`config.mk`:
```
export PLATFORM = sky130hd
export DESIGN_NAME = tlb
export DESIGN_NICKNAME = d
export VERILOG_FILES = /design/src/rtl/tlb.sv
export SDC_FILE = /design/constraint.sdc
export NUM_CORES = 2
export LEC_CHECK = 0
export BUFFER_PORTS_ARGS = -buffer_cell sky130_fd_sc_hd__buf_2
export CAP_MARGIN = 40
export CORE_AREA = 2 2 600 543
export DETAILED_ROUTE_END_ITERATION = 6
export DIE_AREA = 0 0 602 545
export SKIP_CTS_REPAIR_TIMING = 1
export SLEW_MARGIN = 10
export SYNTH_ARGS = -nofsm -noshare
export SYNTH_HDL_FRONTEND = slang
export SYNTH_SLANG_ARGS = --single-unit
```
`constraint.sdc`:
```
create_clock -name clk -period 18.4 [get_ports clk]
set_clock_uncertainty 0.15 [all_clocks]
set_input_delay 2.76 -clock clk [delete_from_list [all_inputs] [get_ports clk]]
set_output_delay 2.76 -clock clk [all_outputs]
set_load 0.03 [all_outputs]
```
`src/rtl/tlb.sv`:
```
// Fully associative TLB: registered fetch/data lookups with raw fault flags,
// TLBRD/TLBWR/INVTLB support and a free-running TLBFILL index.
module tlb #(
  parameter int TLBNUM = 16,
  localparam int IDXW = $clog2(TLBNUM)
) (
  input  logic            clk,
  input  logic            reset,
  input  logic [9:0]      asid,
  input  logic [1:0]      plv,
  // fetch lookup
  input  logic            s0_req,
  input  logic [18:0]     s0_vppn,
  input  logic            s0_va_bit12,
  output logic [19:0]     s0_ppn,
  output logic            s0_found,
  output logic [IDXW-1:0] s0_index,
  output logic            tlb_TLBR0,
  output logic            tlb_PIF,
  // data lookup
  input  logic            s1_req,
  input  logic            s1_load,
  input  logic            s1_store,
  input  logic [18:0]     s1_vppn,
  input  logic            s1_va_bit12,
  output logic [19:0]     s1_ppn,
  output logic            s1_found,
  output logic [IDXW-1:0] s1_index,
  output logic [5:0]      s1_ps,
  output logic            tlb_TLBR1,
  output logic            tlb_PIL,
  output logic            tlb_PIS,
  output logic            tlb_PME,
  output logic            tlb_PPI1,
  // write port
  input  logic            we,
  input  logic [IDXW-1:0] w_index,
  input  logic            w_e,
  input  logic [18:0]     w_vppn,
  input  logic [5:0]      w_ps,
  input  logic [9:0]      w_asid,
  input  logic            w_g,
  input  logic [19:0]     w_ppn0,
  input  logic [1:0]      w_plv0,
  input  logic [1:0]      w_mat0,
  input  logic            w_d0,
  input  logic            w_v0,
  input  logic [19:0]     w_ppn1,
  input  logic [1:0]      w_plv1,
  input  logic [1:0]      w_mat1,
  input  logic            w_d1,
  input  logic            w_v1,
  // read port
  input  logic            r_req,
  input  logic [IDXW-1:0] r_index,
  output logic            r_e,
  output logic [18:0]     r_vppn,
  output logic [5:0]      r_ps,
  output logic [9:0]      r_asid,
  output logic            r_g,
  output logic [19:0]     r_ppn0,
  output logic [1:0]      r_plv0,
  output logic [1:0]      r_mat0,
  output logic            r_d0,
  output logic            r_v0,
  output logic [19:0]     r_ppn1,
  output logic [1:0]      r_plv1,
  output logic [1:0]      r_mat1,
  output logic            r_d1,
  output logic            r_v1,
  // invalidate
  input  logic            inv_req,
  input  logic [4:0]      inv_op,
  input  logic [9:0]      inv_asid,
  input  logic [18:0]     inv_vppn,
  output logic [IDXW-1:0] fill_index
);

  localparam logic [5:0] PS_4M = 6'd21;

  typedef struct packed {
    logic [19:0] ppn;
    logic [1:0]  plv;
    logic [1:0]  mat;
    logic        d;
    logic        v;
  } page_t;

  typedef struct packed {
    logic [18:0] vppn;
    logic [5:0]  ps;
    logic        g;
    logic [9:0]  asid;
    page_t       p0;
    page_t       p1;
  } entry_t;

  entry_t              entries [TLBNUM];
  logic [TLBNUM-1:0]   ent_e;
  logic [TLBNUM-1:0]   e_next;
  logic [TLBNUM-1:0]   m0, m1;
  logic [IDXW-1:0]     idx0, idx1;
  logic                hit0, hit1, odd0, odd1;
  logic [19:0]         ppn_s0, ppn_s1;
  logic                v_s0, v_s1, d_s1;
  logic [1:0]          plv_s1;
  entry_t              w_ent;
  entry_t              r_q;

  function automatic logic va_match(entry_t ent, logic [18:0] vppn);
    if (ent.ps == PS_4M) return ent.vppn[18:9] == vppn[18:9];
    return ent.vppn == vppn;
  endfunction

  function automatic logic inv_match(entry_t ent, logic [4:0] op,
                                     logic [9:0] a, logic [18:0] v);
    logic am, vm;
    am = (ent.asid == a);
    vm = va_match(ent, v);
    case (op)
      5'd0, 5'd1: return 1'b1;
      5'd2:       return ent.g;
      5'd3:       return !ent.g;
      5'd4:       return !ent.g && am;
      5'd5:       return !ent.g && am && vm;
      5'd6:       return (ent.g || am) && vm;
      default:    return 1'b0;
    endcase
  endfunction

  function automatic logic [IDXW-1:0] first_set(logic [TLBNUM-1:0] m);
    first_set = '0;
    for (int i = TLBNUM - 1; i >= 0; i--)
      if (m[i]) first_set = IDXW'(i);
  endfunction

  assign w_ent = '{vppn: w_vppn, ps: w_ps, g: w_g, asid: w_asid,
                   p0: '{ppn: w_ppn0, plv: w_plv0, mat: w_mat0, d: w_d0, v: w_v0},
                   p1: '{ppn: w_ppn1, plv: w_plv1, mat: w_mat1, d: w_d1, v: w_v1}};

  // NOTE: every bit of m0/m1 is assigned on every pass of the loop, so no latch can form.
  always_comb begin
    for (int i = 0; i < TLBNUM; i++) begin
      m0[i] = ent_e[i] && (entries[i].g || entries[i].asid == asid) && va_match(entries[i], s0_vppn);
      m1[i] = ent_e[i] && (entries[i].g || entries[i].asid == asid) && va_match(entries[i], s1_vppn);
    end
  end

  assign hit0   = |m0;
  assign hit1   = |m1;
  assign idx0   = first_set(m0);
  assign idx1   = first_set(m1);
  assign odd0   = (entries[idx0].ps == PS_4M) ? s0_vppn[8] : s0_va_bit12;
  assign odd1   = (entries[idx1].ps == PS_4M) ? s1_vppn[8] : s1_va_bit12;
  assign ppn_s0 = odd0 ? entries[idx0].p1.ppn : entries[idx0].p0.ppn;
  assign v_s0   = odd0 ? entries[idx0].p1.v   : entries[idx0].p0.v;
  assign ppn_s1 = odd1 ? entries[idx1].p1.ppn : entries[idx1].p0.ppn;
  assign v_s1   = odd1 ? entries[idx1].p1.v   : entries[idx1].p0.v;
  assign d_s1   = odd1 ? entries[idx1].p1.d   : entries[idx1].p0.d;
  assign plv_s1 = odd1 ? entries[idx1].p1.plv : entries[idx1].p0.plv;

  // Invalidate sees the entry as it looks after this cycle's write.
  always_comb begin
    for (int i = 0; i < TLBNUM; i++) begin : g_next
      logic   written;
      entry_t cur;
      written   = we && (w_index == IDXW'(i));
      cur       = written ? w_ent : entries[i];
      e_next[i] = (written ? w_e : ent_e[i]) &&
                  !(inv_req && inv_match(cur, inv_op, inv_asid, inv_vppn));
    end
  end

  always_ff @(posedge clk) begin
    if (reset) ent_e <= '0;
    else       ent_e <= e_next;
  end

  // NOTE: the payload array is not reset; ent_e gates every use of it.
  always_ff @(posedge clk) begin
    if (!reset && we) entries[w_index] <= w_ent;
  end

  always_ff @(posedge clk) begin
    if (reset) begin
      s0_found  <= 1'b0;
      s0_index  <= '0;
      s0_ppn    <= '0;
      tlb_TLBR0 <= 1'b0;
      tlb_PIF   <= 1'b0;
    end else if (s0_req) begin
      s0_found  <= hit0;
      s0_index  <= hit0 ? idx0 : '0;
      s0_ppn    <= hit0 ? ppn_s0 : '0;
      tlb_TLBR0 <= !hit0;
      tlb_PIF   <= hit0 && !v_s0;
    end else begin
      tlb_TLBR0 <= 1'b0;
      tlb_PIF   <= 1'b0;
    end
  end

  always_ff @(posedge clk) begin
    if (reset) begin
      s1_found  <= 1'b0;
      s1_index  <= '0;
      s1_ppn    <= '0;
      s1_ps     <= '0;
      tlb_TLBR1 <= 1'b0;
      tlb_PIL   <= 1'b0;
      tlb_PIS   <= 1'b0;
      tlb_PPI1  <= 1'b0;
      tlb_PME   <= 1'b0;
    end else if (s1_req) begin
      s1_found  <= hit1;
      s1_index  <= hit1 ? idx1 : '0;
      s1_ppn    <= hit1 ? ppn_s1 : '0;
      s1_ps     <= hit1 ? entries[idx1].ps : '0;
      tlb_TLBR1 <= !hit1;
      tlb_PIL   <= hit1 && !v_s1 && s1_load;
      tlb_PIS   <= hit1 && !v_s1 && s1_store;
      tlb_PPI1  <= hit1 && v_s1 && (plv > plv_s1);
      tlb_PME   <= hit1 && v_s1 && (plv <= plv_s1) && s1_store && !d_s1;
    end else begin
      tlb_TLBR1 <= 1'b0;
      tlb_PIL   <= 1'b0;
      tlb_PIS   <= 1'b0;
      tlb_PPI1  <= 1'b0;
      tlb_PME   <= 1'b0;
    end
  end

  always_ff @(posedge clk) begin
    if (reset) begin
      r_e <= 1'b0;
      r_q <= '0;
    end else if (r_req) begin
      r_e <= ent_e[r_index];
      r_q <= ent_e[r_index] ? entries[r_index] : '0;
    end
  end

  always_ff @(posedge clk) begin
    if (reset) fill_index <= '0;
    else       fill_index <= fill_index + 1'b1;
  end

  assign r_vppn = r_q.vppn;
  assign r_ps   = r_q.ps;
  assign r_asid = r_q.asid;
  assign r_g    = r_q.g;
  assign r_ppn0 = r_q.p0.ppn;
  assign r_plv0 = r_q.p0.plv;
  assign r_mat0 = r_q.p0.mat;
  assign r_d0   = r_q.p0.d;
  assign r_v0   = r_q.p0.v;
  assign r_ppn1 = r_q.p1.ppn;
  assign r_plv1 = r_q.p1.plv;
  assign r_mat1 = r_q.p1.mat;
  assign r_d1   = r_q.p1.d;
  assign r_v1   = r_q.p1.v;

endmodule

```
Word-level counts from Yosys, hierarchy flattened. Memories as Yosys holds them, arrays and structs flattened. Index checks and enable logic that the tools add are counted.

Memory bits (writable): 1408. Memories kept: 1. Word-level logic and storage cells: 678. Bits of input ports: 192. Flip-flop bits (word level): 172. Output and inout port bits: 156.

Mux-type cells: 226. Eq/ne operators: 183. $add $sub $neg: 1. Reductions and logical operators: 231. $lt $le $gt $ge: 3. Bitwise operators: 2.

Memories: entries (depth 16, width 88, read ports 19, clocked after Yosys merged registers in 0, write ports 1, line 98) `entry_t entries [TLBNUM];`.

Operators with widths (number): 88-bit two-way mux (17); 19-bit equality test (48); 10-bit equality test (80); 6-bit by 5-bit equality test with 1-bit output (second input constant) (34); 1-bit logical AND (154); 1-bit two-way mux (152); 4-bit two-way mux (34); 1-bit one-hot mux with 6 select lines (16); 20-bit two-way mux (4); 1-bit logical NOT (38); 4-bit equality test (second input constant) (8); 1-bit logical OR (32); 16-bit OR reduction (2); 4-bit by 3-bit equality test with 1-bit output (second input constant) (4); 5-bit by 3-bit equality test with 1-bit output (second input constant) (3); 5-bit by 2-bit equality test with 1-bit output (second input constant) (2); 4-bit by 2-bit equality test with 1-bit output (second input constant) (2); 6-bit two-way mux (1); 2-bit OR reduction (3); 5-bit by 1-bit equality test with 1-bit output (second input constant) (1); 5-bit logical NOT (1); 4-bit by 5-bit < comparator with 1-bit output (second input constant) (1); 4-bit by 1-bit adder with 4-bit output (second input constant) (1); 1-bit binary-select mux with 4-bit select (1); 6 further kinds (7).

Depth between registers and ports, before layout. An unclocked memory read counts as a cell.

Depth after elaboration: 28. Depth in mapped cells: 27.

Worst setup path after synthesis. No wires, ideal clock.

Path kind: input to register. From: in reset. To: mem entries[10][0] (netlist name), enable pin. Stages on the path: 3. Required time: 17.608 ns. Arrival time: 9.134 ns. Setup time: 0.642 ns. Path slack: 8.474 ns. Path buffers: 2. Path through: clkbuf_1 -> clkbuf_1 -> nor3_1.

Longest elaborated chain between the ends: 4.

RTL lines: start: declaration (line 8) `input logic reset,`; 1-bit logical NOT (line 181) `if (!reset && we) entries[w_index] <= w_ent;`; 1-bit logical AND (line 181); 1-bit two-way mux (line 181); 1-bit two-way mux (implied by the code) (line 181); end: declaration (line 98).

Every way passes these cells.

Final worst setup path.
From: in asid[4]. To: reg tlb_PME.

Longest elaborated chain between the ends: 28. Elaborated cells on any way between the ends: 93.

RTL lines: start: declaration (line 9) `input logic [9:0] asid,`; 10-bit equality test (line 145) `m1[i] = ent_e[i] && (entries[i].g || entries[i].asid == asid) && va_match(entries[i], s1_vppn);`; 1-bit logical OR (line 145); 1-bit logical AND (2 in a row) (line 145); 4-bit two-way mux (16 in a row) (line 134) `if (m[i]) first_set = IDXW'(i);`; memory 16 x 88 bit; 6-bit by 5-bit equality test with 1-bit output (line 154) `assign odd1 = (entries[idx1].ps == PS_4M) ? s1_vppn[8] : s1_va_bit12;`; 1-bit two-way mux (line 154); 2-bit two-way mux / 1-bit two-way mux (equally long branches) (line 160, 158); 2-bit <= comparator / 1-bit logical AND (equally long branches) (line 223) `tlb_PME <= hit1 && v_s1 && (plv <= plv_s1) && s1_store && !d_s1;`; 1-bit logical AND (2 in a row) (line 223); 1-bit logical AND * (line 223); end signal: assignment (line 223); end: declaration (line 33) `output logic tlb_PME,`.

Mark *: on every way between the ends. The rest lies on a longest branch, timed or not. A chain may end at the register's enable or synchronous reset.

==> flow_summary.yaml <==
global_route:
  gr-total-overflow: 0
  grt_max_degree: 143
  antenna_found_initial: 81
  grt_usage_pct: 24.0
  grt_pass1_vias: 69600
  grt_pass1_wl_um: 563000
logic_synthesis:
  synthFlopType: "edfxtp_1"
  ys_warn_count: 0
  syn_nets: 7945
  syn_inst: 7750
  syn_area_sq_um: 96200
  synthMuxAreaShare_pct: 23.3
  synth_compound_area_share_pct: 4.65
  synth_edf_count: 1408
  synth_simple_gate_area_share_pct: 9.91
  yosysSeqAreaShare_pct: 47.5
  ys_seq_elements: 1580
  synthAdderAreaFrac_pct: 0.0390
  synthDistinctLibCells: 108
  ys_async_sr_fraction_pct: 0
  synth_top_family_by_area: "multiplexers"
  synthXorXnorAreaFrac_pct: 11.4
  avgSynthCellArea_sq_um: 12.4
floorplanning:
  fp-row-count: 198
  die_h_um: 545
  io_pins: 348
  die_w_um: 602
  dieArea_sq_um: 328000
  core_area_sq_um: 322000
  start_util_pct: 29.9
run_status:
  outcome: "finished, violations left"
  violations: "design-rule violations"
sta:
  tightestPinTransition_ps: 1100
  min_period_over_period_pct: 53.4
  finalMaxSlewViolations: 0
  grt_setup_unrepaired: "false"
  tns_ps: 0
  max-slew-margin-rel_pct: 26.6
  setup_viol: 0
  layout_min_cycle_time_ps: 9830
  finalHoldViolCount: 0
  max_freq_mhz: 102
final_layout:
  synthToLayoutAreaGrowth_pct: 13.8
  fin_area_sq_um: 109000
  final_common_cell: "edfxtp_1"
  layout_common_cells: "edfxtp_1, mux2i_1, nand2_1"
  fin_nets: 8049
  layout-drive-gt1-share_pct: 19.4
clocking:
  cts_tree: "yes"
  clkLatencyLatePin_ps: 910
  cts_inserted_buffers: 186
  cts_root_buffer: "clkbuf_16"
  path_clk_slew_ps: 60
  cts_sinks: 1580
  h-tree-depth: 4
  clock_tree.buffer_depth: 4
routing:
  vias: 72600
  detail-route-antenna-nets: 0
  topRoutingLayerUsed: "met5"
  dr_wl_met2_um: 176000
  wl_per_cell_um: 33.0
  met3WireLength_um: 47800
  wl_um: 407000
  viasPerCell: 5.88
  wl_met1_um: 161000
  drtPass1Iterations: 7
  remaining_drc_errors: 5
  drtIter0Drc: 10200
placement:
  dp_hpwl_um: 266000
  place.gp.congestion: 0.970
  io_buffer_count: 347
  place_area_sq_um: 103000
power:
  p_per_area_nw_per_um2: 78.4
  p_leak_uw: 0.0389
  ir_drop_mv: 0.0820
setup_path:
  cp.required_ps: 19030
  rr_endpoint: "tlb_PME"
  crit_path_end_kind: "register"
  path_max_fanout: 82
  r2r_slack_ps: 10430
  crit_start: "asid[4]"
  worstReg2RegStart: "entries[9][66]"
  reg2reg_depth: 21
  critical_path_class: "in2reg"
  start_kind: "primary input"
  crit_end: "tlb_PME"
  critical_path_arrival_ps: 10460
run:
  cap_violations: 0
worst_hold_path:
  worstHoldPathType: "reg2reg"
[synth_stat cells, types with 172 or more instances]
master / count / area share, %
mux4_2: 445 / 10
mux2i_1: 990 / 10
xnor2_1: 644 / 5.9
xor2_1: 609 / 5.5
a21oi_1: 217 / 1.1
clkbuf_1: 368 / 1.4
nand2_1: 681 / 2.7
nor4_1: 172 / 1.1
dfxtp_1: 172 / 3.6
nand3_1: 416 / 2.2
nor2_1: 191 / 0.75
edfxtp_1: 1408 / 44
[stage by stage]
step / worst slack [ps] / total power [uW] / hold slack, ps / utilization, % / instances
global placement: 7640 / 4790 / 293 / 31.7 / 11900
CTS: 8830 / 8600 / 294 / 34.0 / 12300
detailed placement: 7910 / 4810 / 284 / 32.0 / 12000
floorplan: 8470 / 4520 / 317 / - / 7750
finish: 8570 / 8580 / 296 / 34.0 / 12300
global route: 8250 / 8770 / 322 / 34.0 / 12300
[worst min-delay path by stage]
| stage | startpoint | end | slack, ps | cells after the start |
|---|---|---|---|---|
| 2_1_floorplan | ent_e[0] | ent_e[0] | 320 | 2 |
| 3_3_place_gp | s0_found | s0_found | 290 | 2 |
| 3_5_place_dp | s0_found | s0_found | 280 | 2 |
| 4_1_cts | s0_found | s0_found | 290 | 2 |
| 5_1_grt | s0_found | s0_found | 320 | 2 |
| 6_report | s0_found | s0_found | 300 | 2 |
[critical path: stages]
cell	delay, ps
buf_2	560
xor2_1	140
nor4_1	550
a41oi_1	430
a2111oi_1	930
or2_1	270
nand2b_1	280
nand2_8	350
buf_16	380
mux2_2	410
o2111ai_1	290
nor2_1	150
a211o_1	330
o31a_4	430
nor2_8	540
o2111ai_1	210
nand3_1	150
ha_1	250
nor2b_1	130
o21ai_0	350
nand3_1	180
a2111oi_4	270
[layer usage]
metal  vias to the layer above  track usage, %
li1                      29500               -
met1                     37100            31.8
met2                      4925            35.6
met3                       963            6.61
met4                        46            12.6
met5                         -               0
[cell families after synthesis]
logic type	count (synthesis)
DFF	1580
AOI/OAI and AO/OA	651
and+or+nand+nor	1930
adders and majority gates	3
buffers and inverters	676
xor gates and xnor gates	1255
muxes	1655
[cell type report]
cell class / instances / area (sq um)
well taps: 4300 / 5380
clock buffers: 239 / 5090
inverters: 25 / 93.8
multi-input cells: 5494 / 47800
flip-flops and latches: 1580 / 45700
repair buffers: 567 / 4280
clock inverters: 95 / 1080
fillers: 31100 / 212000
diodes: 35 / 87.6
[state kept, by name, indices dropped and copies added (netlist names), 10 cells and up]
name,flops
r_vppn,19
s1_ppn,20
r_asid,10
s0_ppn,20
r_ppn1,20
entries,1408
ent_e,16
r_ppn0,20
[power by group]
part | internal [uW] | leakage, uW | total [uW] | switching [uW]
Clock | 2250 | 0.00304 | 3830 | 1580
Combinational | 285 | 0.0218 | 766 | 481
Sequential | 3950 | 0.0141 | 3990 | 40.0
Total | 6480 | 0.0389 | 8580 | 2100
Note: power is estimated with default switching activity, not from simulation.
